==> src/rtl/pipe_pkg.sv <==
`default_nettype none
// ============================================================================
// Module   : pipe_pkg
// Brief    : Shared pipeline constants, opcodes and the fetch FIFO entry type.
// Revision : 1.0
// ============================================================================
package pipe_pkg;

    localparam logic [31:0] BUBBLE           = 32'h0000_0000;
    localparam logic [31:0] RESET_PC_DEFAULT = 32'h0000_0000;

    localparam logic [6:0] LUI   = 7'b0110111;
    localparam logic [6:0] AUIPC = 7'b0010111;
    localparam logic [6:0] JAL   = 7'b1101111;
    localparam logic [6:0] JALR  = 7'b1100111;
    localparam logic [6:0] BCC   = 7'b1100011;
    localparam logic [6:0] LCC   = 7'b0000011;
    localparam logic [6:0] SCC   = 7'b0100011;
    localparam logic [6:0] MCC   = 7'b0010011;
    localparam logic [6:0] RCC   = 7'b0110011;
    localparam logic [6:0] SYS   = 7'b1110011;
    localparam logic [6:0] CUS   = 7'b0001011;

    typedef struct packed {
        logic [31:0] pc;
        logic [31:0] inst;
    } fetch_entry_t;

    function automatic logic [31:0] word_align(input logic [31:0] addr);
        return {addr[31:2], 2'b00};
    endfunction

endpackage
`default_nettype wire

==> src/rtl/fetch_fifo.sv <==
`default_nettype none
// ============================================================================
// Module   : fetch_fifo
// Brief    : Synchronous prefetch FIFO of {pc,inst} entries; flush wins.
// Revision : 1.0
// ============================================================================
module fetch_fifo
    import pipe_pkg::*;
#(
    parameter int DEPTH = 4,
    localparam int AW   = $clog2(DEPTH),
    localparam int CW   = AW + 1
) (
    input  logic         CLK,
    input  logic         RES,
    input  logic         push,
    input  logic         pop,
    input  logic         flush,
    input  fetch_entry_t din,
    output logic [CW-1:0] count,
    output fetch_entry_t head
);

    fetch_entry_t  r_mem [DEPTH];
    logic [AW-1:0] r_wr_ptr;
    logic [AW-1:0] r_rd_ptr;
    logic [CW-1:0] r_count;

    always_ff @(posedge CLK or posedge RES) begin
        if (RES) begin
            r_wr_ptr <= '0;
            r_rd_ptr <= '0;
            r_count  <= '0;
        end else if (flush) begin
            r_wr_ptr <= '0;
            r_rd_ptr <= '0;
            r_count  <= '0;
        end else begin
            if (push) r_wr_ptr <= r_wr_ptr + AW'(1);
            if (pop)  r_rd_ptr <= r_rd_ptr + AW'(1);
            r_count <= r_count + CW'(push) - CW'(pop);
        end
    end

    // Storage carries no reset; validity is tracked solely by r_count.
    always_ff @(posedge CLK) begin
        if (push && !flush) r_mem[r_wr_ptr] <= din;
    end

    assign count = r_count;
    assign head  = r_mem[r_rd_ptr];

endmodule
`default_nettype wire

==> src/rtl/fetch_unit.sv <==
`default_nettype none
// ============================================================================
// Module   : fetch_unit
// Brief    : Pipelined instruction fetch with prefetch FIFO, redirect flush
//            and stale-response dropping; drives the IF/ID register.
// Revision : 1.0
// ============================================================================
module fetch_unit
    import pipe_pkg::*;
#(
    parameter logic [31:0] RESET_PC = RESET_PC_DEFAULT,
    parameter int          DEPTH    = 4,
    localparam int         CW       = $clog2(DEPTH) + 1
) (
    input  logic        CLK,
    input  logic        RES,
    input  logic        HLT,
    input  logic        branch_taken,
    input  logic [31:0] branch_target,
    input  logic        IHLT,
    output logic        IREQ,
    output logic [31:0] IADDR,
    input  logic        IACK,
    input  logic [31:0] IDATA,
    output logic [31:0] IF_ID_pc,
    output logic [31:0] IF_ID_inst
);

    logic [31:0]   r_fetch_pc;
    logic [31:0]   r_tag_pc;
    logic [CW-1:0] r_outstanding;
    logic [CW-1:0] r_drop;

    logic          w_redirect;
    logic          w_issue;
    logic          w_push;
    logic          w_pop;
    logic [CW:0]   w_credit_used;
    logic [CW-1:0] w_count;
    fetch_entry_t  w_head;
    fetch_entry_t  w_push_entry;

    assign w_redirect    = branch_taken & ~HLT;
    assign w_credit_used = {1'b0, r_outstanding} + {1'b0, w_count};
    assign w_issue       = ~RES & (w_credit_used < (CW+1)'(DEPTH)) & ~w_redirect;

    // A response arriving alongside a redirect is always from the old path.
    assign w_push        = IACK & (r_drop == '0) & ~w_redirect;
    assign w_pop         = ~HLT & ~branch_taken & ~IHLT & (w_count != '0);

    assign w_push_entry.pc   = r_tag_pc;
    assign w_push_entry.inst = IDATA;

    assign IREQ  = w_issue;
    assign IADDR = r_fetch_pc;

    fetch_fifo #(
        .DEPTH (DEPTH)
    ) u_fifo (
        .CLK   (CLK),
        .RES   (RES),
        .push  (w_push),
        .pop   (w_pop),
        .flush (w_redirect),
        .din   (w_push_entry),
        .count (w_count),
        .head  (w_head)
    );

    always_ff @(posedge CLK or posedge RES) begin
        if (RES) begin
            r_fetch_pc    <= RESET_PC;
            r_tag_pc      <= RESET_PC;
            r_outstanding <= '0;
            r_drop        <= '0;
        end else begin
            r_outstanding <= r_outstanding + CW'(w_issue) - CW'(IACK);

            if (w_redirect)   r_fetch_pc <= word_align(branch_target);
            else if (w_issue) r_fetch_pc <= r_fetch_pc + 32'd4;

            // Everything still in flight at a redirect belongs to the old path.
            if (w_redirect)                r_drop <= r_outstanding - CW'(IACK);
            else if (IACK && r_drop != '0) r_drop <= r_drop - CW'(1);

            if (w_redirect)  r_tag_pc <= word_align(branch_target);
            else if (w_push) r_tag_pc <= r_tag_pc + 32'd4;
        end
    end

    always_ff @(posedge CLK or posedge RES) begin
        if (RES) begin
            IF_ID_pc   <= 32'h0;
            IF_ID_inst <= BUBBLE;
        end else if (!HLT) begin
            if (w_pop) begin
                IF_ID_pc   <= w_head.pc;
                IF_ID_inst <= w_head.inst;
            end else begin
                IF_ID_inst <= BUBBLE;
            end
        end
    end

endmodule
`default_nettype wire

==> config.mk <==
export PLATFORM = sky130hd
export DESIGN_NAME = fetch_unit
export DESIGN_NICKNAME = d
export VERILOG_FILES = /design/src/rtl/pipe_pkg.sv /design/src/rtl/fetch_fifo.sv /design/src/rtl/fetch_unit.sv
export SDC_FILE = /design/constraint.sdc
export NUM_CORES = 1
export LEC_CHECK = 0
export ABC_AREA = 1
export CORE_MARGIN = 4
export CORE_UTILIZATION = 50
export DETAILED_ROUTE_END_ITERATION = 10
export GPL_TIMING_DRIVEN = 0
export MAX_ROUTING_LAYER = met4
export PLACE_DENSITY = 0.68
export SLEW_MARGIN = 40
export SYNTH_ARGS = -nofsm -noshare
export SYNTH_HDL_FRONTEND = slang
export SYNTH_SLANG_ARGS = --single-unit
==> constraint.sdc <==
create_clock -name CLK -period 5.9 [get_ports CLK]
set_clock_uncertainty 0.2 [all_clocks]
set_input_delay 1.475 -clock CLK [delete_from_list [all_inputs] [get_ports CLK]]
set_output_delay 1.475 -clock CLK [all_outputs]
set_load 0.1 [all_outputs]
* After elaboration in Yosys (flattened, before gate mapping)
Memory sizes are Yosys's and may differ from the RTL's.
Index checks and enable logic that the tools add are counted.
** Cells by class
- $add $sub $neg :: 11
- Magnitude comparators :: 1
- Multiplexer cells :: 14
- Bitwise operators :: 13
- Reduce and logical (&&, ||, !) cells :: 11
** Operators by type and width (number)
- $mux 32 :: 5
- $add 32x3->32 const B :: 2
- $mux 3 :: 3
- $sub 3x1->3 :: 3
- $and 1x1->1 :: 8
- $mux 2 :: 4
- $reduce_bool 2->1 :: 4
- $add 3x1->3 :: 2
- $reduce_bool 3->1 :: 2
- $not 1->1 :: 5
- $add 2x1->2 const B :: 2
- $add 3x3->4 :: 1
- $lt 4x3->1 const B :: 1
- $logic_not 3->1 :: 1
- $sub 3x1->3 const B :: 1
- $logic_and 1x1->1 :: 2
- $mux 1 :: 2
- $reduce_and 2->1 :: 1
- $logic_not 1->1 :: 1
** Word-level totals
- Register bits :: 141
- Bits in writable memories :: 256
- Input bits :: 70
- Memories kept :: 1
** Memories
- u_fifo.r_mem :: depth 4, bits a word 64, read ports 1, clocked after memory_dff 0, wr ports 1, line fetch_fifo.sv:24 : fetch_entry_t r_mem [DEPTH];

* Depth between registers and ports, before layout
Gate-level depths: netlist of the first run.
- Depth after elaboration :: 7
- Gate-level depth with buffers :: 14
- Depth with buffers taken out :: 12

* Hierarchy
Synthesis of the first run repeated with hierarchy kept, for this count alone.
** Second synthesis, totals
- Cell total of the unflattened synthesis :: 1741
- Area total of the unflattened synthesis :: 17583.1 µm²
** By module, submodules not included
- fetch_fifo :: times used 1, cells an instance 799, area an instance 10538.9 µm²
- fetch_unit :: times used 1, cells an instance 942, area an instance 7044.3 µm²

* Worst setup path before layout of the first run
No wires, ideal clock.
- Path type :: input to register
- Start :: in HLT
- End :: mem u_fifo.r_mem[0][0] in the netlist's numbering, enable pin
- Data arrival time :: 4813 ps
- Path slack :: 405 ps
- Cell stages on the path :: 8
- Path buffers :: 2
- Cell sequence :: buf_2 > inv_2 > nand2_2 > inv_2 > buf_4 > nor2_2 > inv_1 > nor2_1
** On the way
- Longest elaborated chain between the ends :: 7
** Ends and longest elaborated chain
- start: declaration :: line fetch_unit.sv:17 : input logic HLT,
- $not 1->1 (no line) (*)
- $and 1x1->1 (*) :: line fetch_unit.sv:43 : assign w_redirect = branch_taken & ~HLT;
- $not 1->1 :: line fetch_unit.sv:48 : assign w_push = IACK & (r_drop == '0) & ~w_redirect;
- $and 1x1->1 :: line fetch_unit.sv:48
- $logic_and 1x1->1 (*) :: line fetch_fifo.sv:47 : if (push && !flush) r_mem[r_wr_ptr] <= din;
- $mux 1 (*) :: line fetch_fifo.sv:47
- $mux 1 (not written as such) (*) :: line fetch_fifo.sv:47
- end: declaration :: line fetch_fifo.sv:24
Mark *: on every way between the ends. The rest lies on a longest branch, timed or not.

* Worst setup path after layout of the first run
- Start :: in branch_taken
- End :: out IREQ
** On the way
- Longest elaborated chain between the ends :: 3
** Ends and longest elaborated chain
- start: declaration :: line fetch_unit.sv:18 : input logic branch_taken,
- $and 1x1->1 :: line fetch_unit.sv:43
- $not 1->1 :: line fetch_unit.sv:45 : assign w_issue = ~RES & (w_credit_used < (CW+1)'(DEPTH)) & ~w_redirect;
- $and 1x1->1 :: line fetch_unit.sv:45
- end: declaration :: line fetch_unit.sv:21 : output logic IREQ,
Every way passes these cells.

==> results.rst, run 1 <==
.. list-table::
   :header-rows: 1

   * - Metric
     - Value
   * - Number of buffers between clock root and the deepest sink
     - 3
   * - GR Overflow Total
     - 0
   * - Most common cell after layout, fill and taps aside
     - sky130_fd_sc_hd__nor2_1
   * - Post-synthesis share of cell area spent on and, or, nand and nor gates
     - between 10% and 20%
   * - Area growth from synthesis to final layout
     - 19.69%
   * - Number of DRC violations after detailed-routing iteration 0
     - 825
   * - Count of non-filler cells in the finished layout
     - approximately 2300
   * - Inst Count DP
     - ~2200
   * - Area occupied by multi-input gates
     - approximately 0.005 mm²
   * - Most frequent cells in the layout
     - sky130_fd_sc_hd__nor2_1 (320), sky130_fd_sc_hd__edfxtp_1 (248), sky130_fd_sc_hd__nand2_1 (238), sky130_fd_sc_hd__o21ai_0 (142), sky130_fd_sc_hd__dfrtp_1 (135)
   * - Clock Sinks
     - between 300 and 400
   * - Final Hold Violating Endpoints
     - 0
   * - Post-synthesis average cell area
     - between 10 and 15 µm²
   * - CTS Hold Bufs
     - 0
   * - Internal portion of total power
     - between 0.005 and 0.006 W
   * - Reg2reg end
     - u_fifo.count[2]
   * - Worst path top cell family by delay
     - buffers and inverters
   * - Max-slew violation count
     - 0
   * - Area of the mapped netlist
     - 0.01657 mm²
   * - Sequential-to-total area share from yosys stat
     - between 60% and 70%
   * - Std-Cell Core Area
     - 0.03262 mm²
   * - Post-cts repair resize count
     - 0
   * - Clk pwr share
     - 24.0%
   * - Post-synth EDFFs
     - around 250
   * - Compound-cell area share of the yosys netlist
     - roughly 11%
   * - Uppermost layer routed
     - met4
   * - Die width
     - between 150 and 200 µm
   * - Fraction of registers with async set/reset
     - a little over a third
   * - Worst reg-to-reg path cell count
     - 13
   * - Share of total power in sequential cells
     - roughly two fifths
   * - Period utilisation layout
     - about 82%
   * - Setup repair after global routing missed its margin
     - false
   * - Maximum clock frequency
     - between 200 and 250 MHz
   * - Area of all placed cells without fillers
     - 0.01984 mm²
   * - Worst hold-check path type
     - flip-flop to flip-flop
   * - Final weighted congestion in routability-driven placement
     - 0.9366
   * - Peak per-stage delay on the critical path
     - between 0.4 and 0.5 ns
   * - Net count, final
     - about 1900
   * - Number of setup buffers added after CTS
     - 0
   * - Critical path buffers and inverters
     - 4
   * - Cell mode on critical path
     - sky130_fd_sc_hd__buf_2
   * - Max transition margin
     - approximately 59%
   * - XOR/XNOR Fraction of Synth Area
     - less than 1%
   * - Wire length reported by the detailed router
     - around 41 mm
   * - Max-cap violation count
     - 0
   * - Via count of the first global-routing pass
     - 11930
   * - Worst-case hold path end point
     - IF_ID_inst[6]
   * - CTS tree
     - yes
   * - Initial Utilization
     - about half
   * - Critical path arrival
     - approximately 3.2 ns
   * - Leakage
     - roughly 8.0 nW
   * - Worst supply voltage drop on vdd
     - between 0.4 and 0.5 mV
   * - Clock-pin slew of the registers on the worst-case setup and hold paths
     - 0.05 ns
   * - Worst slew pin tran
     - between 0.6 and 0.7 ns
   * - Share of power burned in combinational logic
     - a little under two fifths
   * - Final setup violating endpoints
     - 0
   * - Initial antenna violation count
     - 0
   * - Number of levels the H-tree was split into
     - 2
   * - Placed standard-cell area
     - roughly 0.019 mm²
   * - Required time at the endpoint of the critical path
     - 4.22 ns
   * - Share of cell area taken by muxes after synthesis
     - 0%
   * - Met3 routed wirelength
     - approximately 2.7 mm
   * - Maximum number of pins on one net before global-route repair
     - approximately 60
   * - Nature of the critical path endpoint
     - output pin
   * - Pwr/cell area
     - 491.5 mW/mm²
   * - Worst hold path startpoint
     - IF_ID_inst[6]
   * - HPWL reported at the end of detailed placement
     - 28.37 mm
   * - Total chip power
     - roughly 0.01 W
   * - Cell at the root of the clock tree
     - sky130_fd_sc_hd__clkbuf_16
   * - Vias per std cell
     - 5.368
   * - Die area
     - ~0.036 mm²
   * - Instance count along the most critical hold path
     - 1
   * - Startpoint kind of the worst setup timing path
     - input pin
   * - Switching power
     - 0.004264 W
   * - DR vias
     - around 12000
   * - Shortest period the worst path allows
     - between 4 and 5 ns
   * - Final antenna-violating net count
     - 0
   * - Post-synthesis cell type count
     - 35
   * - Routed wire length on met2
     - ~20 mm
   * - Routed length on met1
     - roughly 18 mm
   * - Yosys warning total
     - 0
   * - Total I/O pin count
     - 167
   * - Remaining design rule violation count
     - 0
   * - Number of diodes added for antenna fixing
     - 0
   * - Sw frac
     - approximately 44%
   * - Wire per inst
     - between 15 and 20 µm
   * - Reg-to-reg critical path startpoint
     - u_fifo.count[1]
   * - Register-to-Register Setup Slack
     - about 2.8 ns
   * - Cells along the critical path
     - clkdlybuf4s50_1 -> nand2_2 -> inv_2 -> buf_2 -> nor2_1 -> buf_2
   * - Number of rows in the core area
     - 66
   * - Register area
     - 0.01083 mm²
   * - #FFs+latches synth
     - roughly 380
   * - Largest family of logic cells by synthesized area
     - simple AND/OR/NAND/NOR gates
   * - Worst-skew pair later-pin latency
     - around 0.52 ns
   * - Wire length of the first global-routing pass
     - roughly 65 mm
   * - Filler cells
     - around 2600
   * - Crit Path Max Fanout
     - 10
   * - Global routing usage summed across all routing layers
     - a little under a quarter
   * - Most used DFF post-synth
     - sky130_fd_sc_hd__edfxtp_1
   * - Number of buffers added by the clock tree synthesis step
     - 40
   * - Share of cells above drive strength 1
     - 14.05%
   * - Die Span Y
     - 190.1 µm
   * - Number of instances in the synthesized netlist
     - between 1500 and 2000
   * - Adder and majority gate portion of the synthesized area
     - under 10%
   * - Port Buffers
     - 159
   * - Slowest-stage cell, CP
     - sky130_fd_sc_hd__buf_2
   * - CP Class
     - input pin to output pin
   * - Outcome
     - completed
   * - Number of detailed-route iterations in the first pass
     - 5
[Yosys cell counts, drive strengths merged, types with 16 or more instances]
| cell | instances | area, µm² |
|---|---|---|
| a21oi | 62 | 310.3 |
| a22o | 32 | 280.3 |
| a31oi | 39 | 244.0 |
| buf | 49 | 284.0 |
| clkbuf | 30 | 112.6 |
| dfrtp | 135 | 3378 |
| edfxtp | 248 | 7447 |
| ha | 16 | 200.2 |
| inv | 93 | 349.1 |
| nand2 | 248 | 965.9 |
| nand3 | 69 | 345.3 |
| nor2 | 348 | 1426 |
| o21ai | 150 | 750.7 |
| o22ai | 32 | 200.2 |
[routing by layer]
layer | global-route usage (%) | vias up
met5 | - | -
met1 | 31.48 | 5827
met4 | 6.733 | 0
li1 | - | 5894
met2 | 37.87 | 439
met3 | 3.486 | 69
[logic make-up (layout without fill, tap and decap cells)]
kind of cell,after synthesis,in the layout
fa+ha+maj,18,18
compound gates,328,328
xor+xnor,9,9
other cells,1,4
simple gates,675,675
flops,383,383
buf+inv,172,419
[per-stage QoR]
| stage | TNS, ns | hold slack [ns] | worst slack (ns) | utilization (%) |
|---|---|---|---|---|
| after global routing | 0 | 0.3086 | 0.9166 | 60.81 |
| after floorplan | 0 | 0.2875 | 0.4054 | - |
| after global placement | -760.95 | 0.2896 | -2.186 | 57.42 |
| final | 0 | 0.3008 | 1.054 | 60.81 |
| after CTS | 0 | 0.3060 | 1.011 | 60.81 |
| after detailed placement | 0 | 0.2936 | 1.016 | 57.07 |
[flip-flops by register name (all words and copies together), names as in the netlist]
name,flops
u_fifo.r_mem,248
r_tag_pc,30
r_drop,3
IF_ID_pc,30
r_outstanding,3
u_fifo.r_wr_ptr,2
IADDR,30
u_fifo.r_rd_ptr,2
u_fifo.count,3
IF_ID_inst,32
[worst max-delay path by stage]
stage / from / slack, ns / cells past startpoint / endpoint
2_1_floorplan: HLT / 0.41 / 8 / u_fifo.r_mem[0][0]
3_5_place_dp: branch_taken / 1.02 / 6 / IREQ
6_report: branch_taken / 1.05 / 6 / IREQ
5_1_grt: branch_taken / 0.92 / 6 / IREQ
3_3_place_gp: branch_taken / -2.19 / 7 / u_fifo.r_mem[3][17]
4_1_cts: branch_taken / 1.01 / 6 / IREQ
[power by group through the flow]
| stage | clock network [W] | registers [W] | logic, W |
|---|---|---|---|
| 2_1_floorplan | 0 | 0.00527 | 0.00130 |
| 3_3_place_gp | 0 | 0.00387 | 0.00372 |
| 3_5_place_dp | 0 | 0.00386 | 0.00360 |
| 4_1_cts | 0.00237 | 0.00381 | 0.00361 |
| 5_1_grt | 0.00251 | 0.00388 | 0.00388 |
| 6_report | 0.00234 | 0.00382 | 0.00359 |
[area by class of cell]
class,instances,share of cell area (%)
clock inverters,22,0.7569
well taps,442,2.788
inverters,93,1.798
clock buffers,51,5.406
repair buffers,174,7.254
multi-input cells,1034,25.43
plain buffers,79,1.999
flip-flops and latches,383,54.57
(Power assumes the default switching activity.)
==> run 2, diff against run 1 <==
Settings changed: PLACE_DENSITY 0.68 to 0.71.
Clock period 5.9 ns to 4.3 ns, I/O delays scaled along.
==> run 2 against run 1 <==
- via count up 2.3%
- sequential share of layout area down 0.39 points
- largest power group unchanged
- worst setup slack worse by 0.82 ns
- critical path type unchanged
- highest routed layer unchanged
- sequential cell count unchanged
- critical endpoint unchanged
==> results.rst, run 2 (synthesis results as in run 1) <==
.. list-table::
   :header-rows: 1

   * - Metric
     - Value
   * - Initial Utilization
     - 50.81% (unchanged)
   * - Final setup violating endpoints
     - 0 (unchanged)
   * - Wire length reported by the detailed router
     - 41.54 mm (was 41.09 mm)
   * - Wire length of the first global-routing pass
     - 65.14 mm (was 65.21 mm)
   * - Share of power burned in combinational logic
     - 37.1% (was 36.9%)
   * - Inst Count DP
     - 2212 (was 2205)
   * - Nature of the critical path endpoint
     - output pin (unchanged)
   * - Period utilisation layout
     - approximately 95%
   * - Remaining design rule violation count
     - 0 (unchanged)
   * - Die area
     - 0.03612 mm² (unchanged)
   * - Die width
     - 190.1 µm (unchanged)
   * - Worst-skew pair later-pin latency
     - 0.53 ns (was 0.52 ns)
   * - DR vias
     - 12510 (was 12230)
   * - Worst supply voltage drop on vdd
     - 0.7544 mV (was 0.4342 mV)
   * - Via count of the first global-routing pass
     - 12120 (was 11930)
   * - Max reg flops
     - 248 (unchanged)
   * - Worst hold-check path type
     - flip-flop to flip-flop (unchanged)
   * - CTS tree
     - yes (unchanged)
   * - Most frequent cells in the layout
     - sky130_fd_sc_hd__nor2_1 (320), sky130_fd_sc_hd__edfxtp_1 (248), sky130_fd_sc_hd__nand2_1 (238), sky130_fd_sc_hd__o21ai_0 (142), sky130_fd_sc_hd__dfrtp_1 (135) (unchanged)
   * - Number of diodes added for antenna fixing
     - 0 (unchanged)
   * - Net count, final
     - 1899 (was 1893)
   * - Register name with the most flops
     - u_fifo.r_mem (unchanged)
   * - Worst slew pin tran
     - 0.6279 ns (was 0.6139 ns)
   * - Outcome
     - completed (unchanged)
   * - Global routing usage summed across all routing layers
     - 23.42% (was 23.49%)
   * - Crit Path Max Fanout
     - 10 (unchanged)
   * - Reg2reg end
     - u_fifo.count[2] (unchanged)
   * - Post-cts repair resize count
     - 0 (unchanged)
   * - Number of buffers added by the clock tree synthesis step
     - 39 (was 40)
   * - Maximum clock frequency
     - between 200 and 250 MHz
   * - Total I/O pin count
     - 167 (unchanged)
   * - Number of DRC violations after detailed-routing iteration 0
     - 973 (was 825)
   * - Max-slew violation count
     - 0 (unchanged)
   * - Final Hold Violating Endpoints
     - 0 (unchanged)
   * - Share of cells above drive strength 1
     - 14.01% (was 14.05%)
   * - Leakage
     - 8.016 nW (was 7.973 nW)
   * - Reg-to-reg critical path startpoint
     - u_fifo.count[1] (unchanged)
   * - Vias per std cell
     - 5.475 (was 5.368)
   * - Total chip power
     - 0.01339 W (was 0.009749 W)
   * - Maximum number of pins on one net before global-route repair
     - 26 (was 61)
   * - Switching power
     - 0.005881 W (was 0.004264 W)
   * - Cell at the root of the clock tree
     - sky130_fd_sc_hd__clkbuf_16 (unchanged)
   * - Pwr/cell area
     - 670.2 mW/mm² (was 491.5 mW/mm²)
   * - Number of levels the H-tree was split into
     - 2 (unchanged)
   * - Registers with the most flip-flops
     - u_fifo.r_mem x248, IF_ID_inst x32 (unchanged)
   * - CP Class
     - input pin to output pin (unchanged)
   * - Sw frac
     - 43.92% (was 43.74%)
   * - Clk pwr share
     - 23.6% (was 24.0%)
   * - Share of total power in sequential cells
     - 39.2% (about the same)
   * - Most common cell after layout, fill and taps aside
     - sky130_fd_sc_hd__nor2_1 (unchanged)
   * - Required time at the endpoint of the critical path
     - 3.02 ns (was 4.22 ns)
   * - Worst hold path startpoint
     - IF_ID_inst[26] (was IF_ID_inst[6])
   * - Initial antenna violation count
     - 0 (unchanged)
   * - Die Span Y
     - 190.1 µm (unchanged)
   * - Internal portion of total power
     - 0.007508 W (was 0.005485 W)
   * - Register-to-Register Setup Slack
     - 1.12 ns (was 2.80 ns)
   * - Final weighted congestion in routability-driven placement
     - 0.9611 (was 0.9366)
   * - Number of setup buffers added after CTS
     - 0 (unchanged)
   * - Worst-case hold path end point
     - IF_ID_inst[26] (was IF_ID_inst[6])
   * - Final antenna-violating net count
     - 0 (unchanged)
   * - Area growth from synthesis to final layout
     - 20.54% (was 19.69%)
   * - Wire per inst
     - 18.19 µm (was 18.04 µm)
   * - Worst reg-to-reg path cell count
     - 13 (unchanged)
   * - Count of non-filler cells in the finished layout
     - 2284 (was 2278)
   * - GR Overflow Total
     - 0 (unchanged)
   * - Std-Cell Core Area
     - 0.03262 mm² (unchanged)
   * - Instance count along the most critical hold path
     - 1 (unchanged)
   * - Setup repair after global routing missed its margin
     - false (unchanged)
   * - CTS Hold Bufs
     - 0 (unchanged)
   * - Port Buffers
     - 159 (unchanged)
   * - HPWL reported at the end of detailed placement
     - 29.34 mm (was 28.37 mm)
   * - Critical path arrival
     - 2.79 ns (was 3.17 ns)
   * - Number of buffers between clock root and the deepest sink
     - 3 (unchanged)
   * - Number of rows in the core area
     - 66 (unchanged)
   * - Startpoint kind of the worst setup timing path
     - input pin (unchanged)
   * - Max transition margin
     - 58.14% (was 59.07%)
   * - Clock-pin slew of the registers on the worst-case setup and hold paths
     - 0.06 ns (was 0.05 ns)
   * - Clock Sinks
     - 383 (unchanged)
   * - Shortest period the worst path allows
     - 4.068 ns
   * - Number of detailed-route iterations in the first pass
     - 7 (was 5)
   * - Max-cap violation count
     - 0 (unchanged)
==> run 2: changes by cell type in the layout (fill, tap and decap cells not counted), moves of 2 or more <==
cell | before | now
sky130_fd_sc_hd__clkinv_1 | 5 | 8
sky130_fd_sc_hd__clkbuf_1 | 38 | 41
sky130_fd_sc_hd__clkbuf_8 | 3 | 1
sky130_fd_sc_hd__buf_16 | 7 | 12
sky130_fd_sc_hd__clkinvlp_4 | 1 | 3
sky130_fd_sc_hd__clkinv_2 | 12 | 6
==> run 2: power by group through the flow <==
stage	Combinational, W	Clock, W	Sequential, W
6_report	0.00497	0.00317	0.00525
2_1_floorplan	0.00178	0	0.00723
4_1_cts	0.00499	0.00320	0.00525
5_1_grt	0.00533	0.00337	0.00533
3_5_place_dp	0.00497	0	0.00531
3_3_place_gp	0.00509	0	0.00531
==> run 2: stage by stage <==
stage               hold slack, ns  setup TNS, ns  setup WS, ns  instance area (µm²)  util, %
detailed placement          0.2936      -0.003442     -0.003442                18780    57.58
finish                      0.3000              0        0.2320                19980    61.25
global route                0.3164              0        0.1601                19980    61.25
floorplan                   0.2875        -197.06       -0.7946                16590        -
CTS                         0.3065              0        0.2096                19980    61.25
global placement            0.2893        -820.02        -3.294                18730    57.43
==> run 2: how the worst max path moves through the flow <==
stage / from / endpoint / slack [ns] / cells past startpoint
final: branch_taken / IREQ / 0.23 / 6
after global routing: branch_taken / IREQ / 0.16 / 6
after CTS: branch_taken / IREQ / 0.21 / 6
after detailed placement: branch_taken / u_fifo.count[2] / -0.003 / 13
after global placement: branch_taken / u_fifo.r_mem[3][15] / -3.29 / 7
after floorplan: HLT / u_fifo.r_mem[0][0] / -0.79 / 8
==> run 2: per-layer routing <==
layer | GRT usage (%) | vias to the layer above | routed length (µm)
met2 | 39.16 | 529 | 20280
met4 | 5.732 | 0 | 814
met5 | - | - | 0
li1 | - | 5910 | -
met1 | 30.88 | 5998 | 17700
met3 | 3.009 | 69 | 2750
==> run 2: layout make-up <==
class | instances | area [µm²]
fillers | 2541 | 12640
flip-flops and latches | 383 | 10830
multi-input cells | 1034 | 5044
repair buffers | 181 | 1612
clock buffers | 52 | 1056
well taps | 442 | 553.0
plain buffers | 79 | 396.6
inverters | 93 | 352.8
clock inverters | 20 | 138.9
==> run 2: worst max-delay path, cell delays in order <==
cell,delay (ns)
sky130_fd_sc_hd__clkdlybuf4s50_1,0.45
sky130_fd_sc_hd__nand2_2,0.16
sky130_fd_sc_hd__inv_2,0.10
sky130_fd_sc_hd__buf_2,0.21
sky130_fd_sc_hd__nor2_1,0.30
sky130_fd_sc_hd__buf_2,0.49
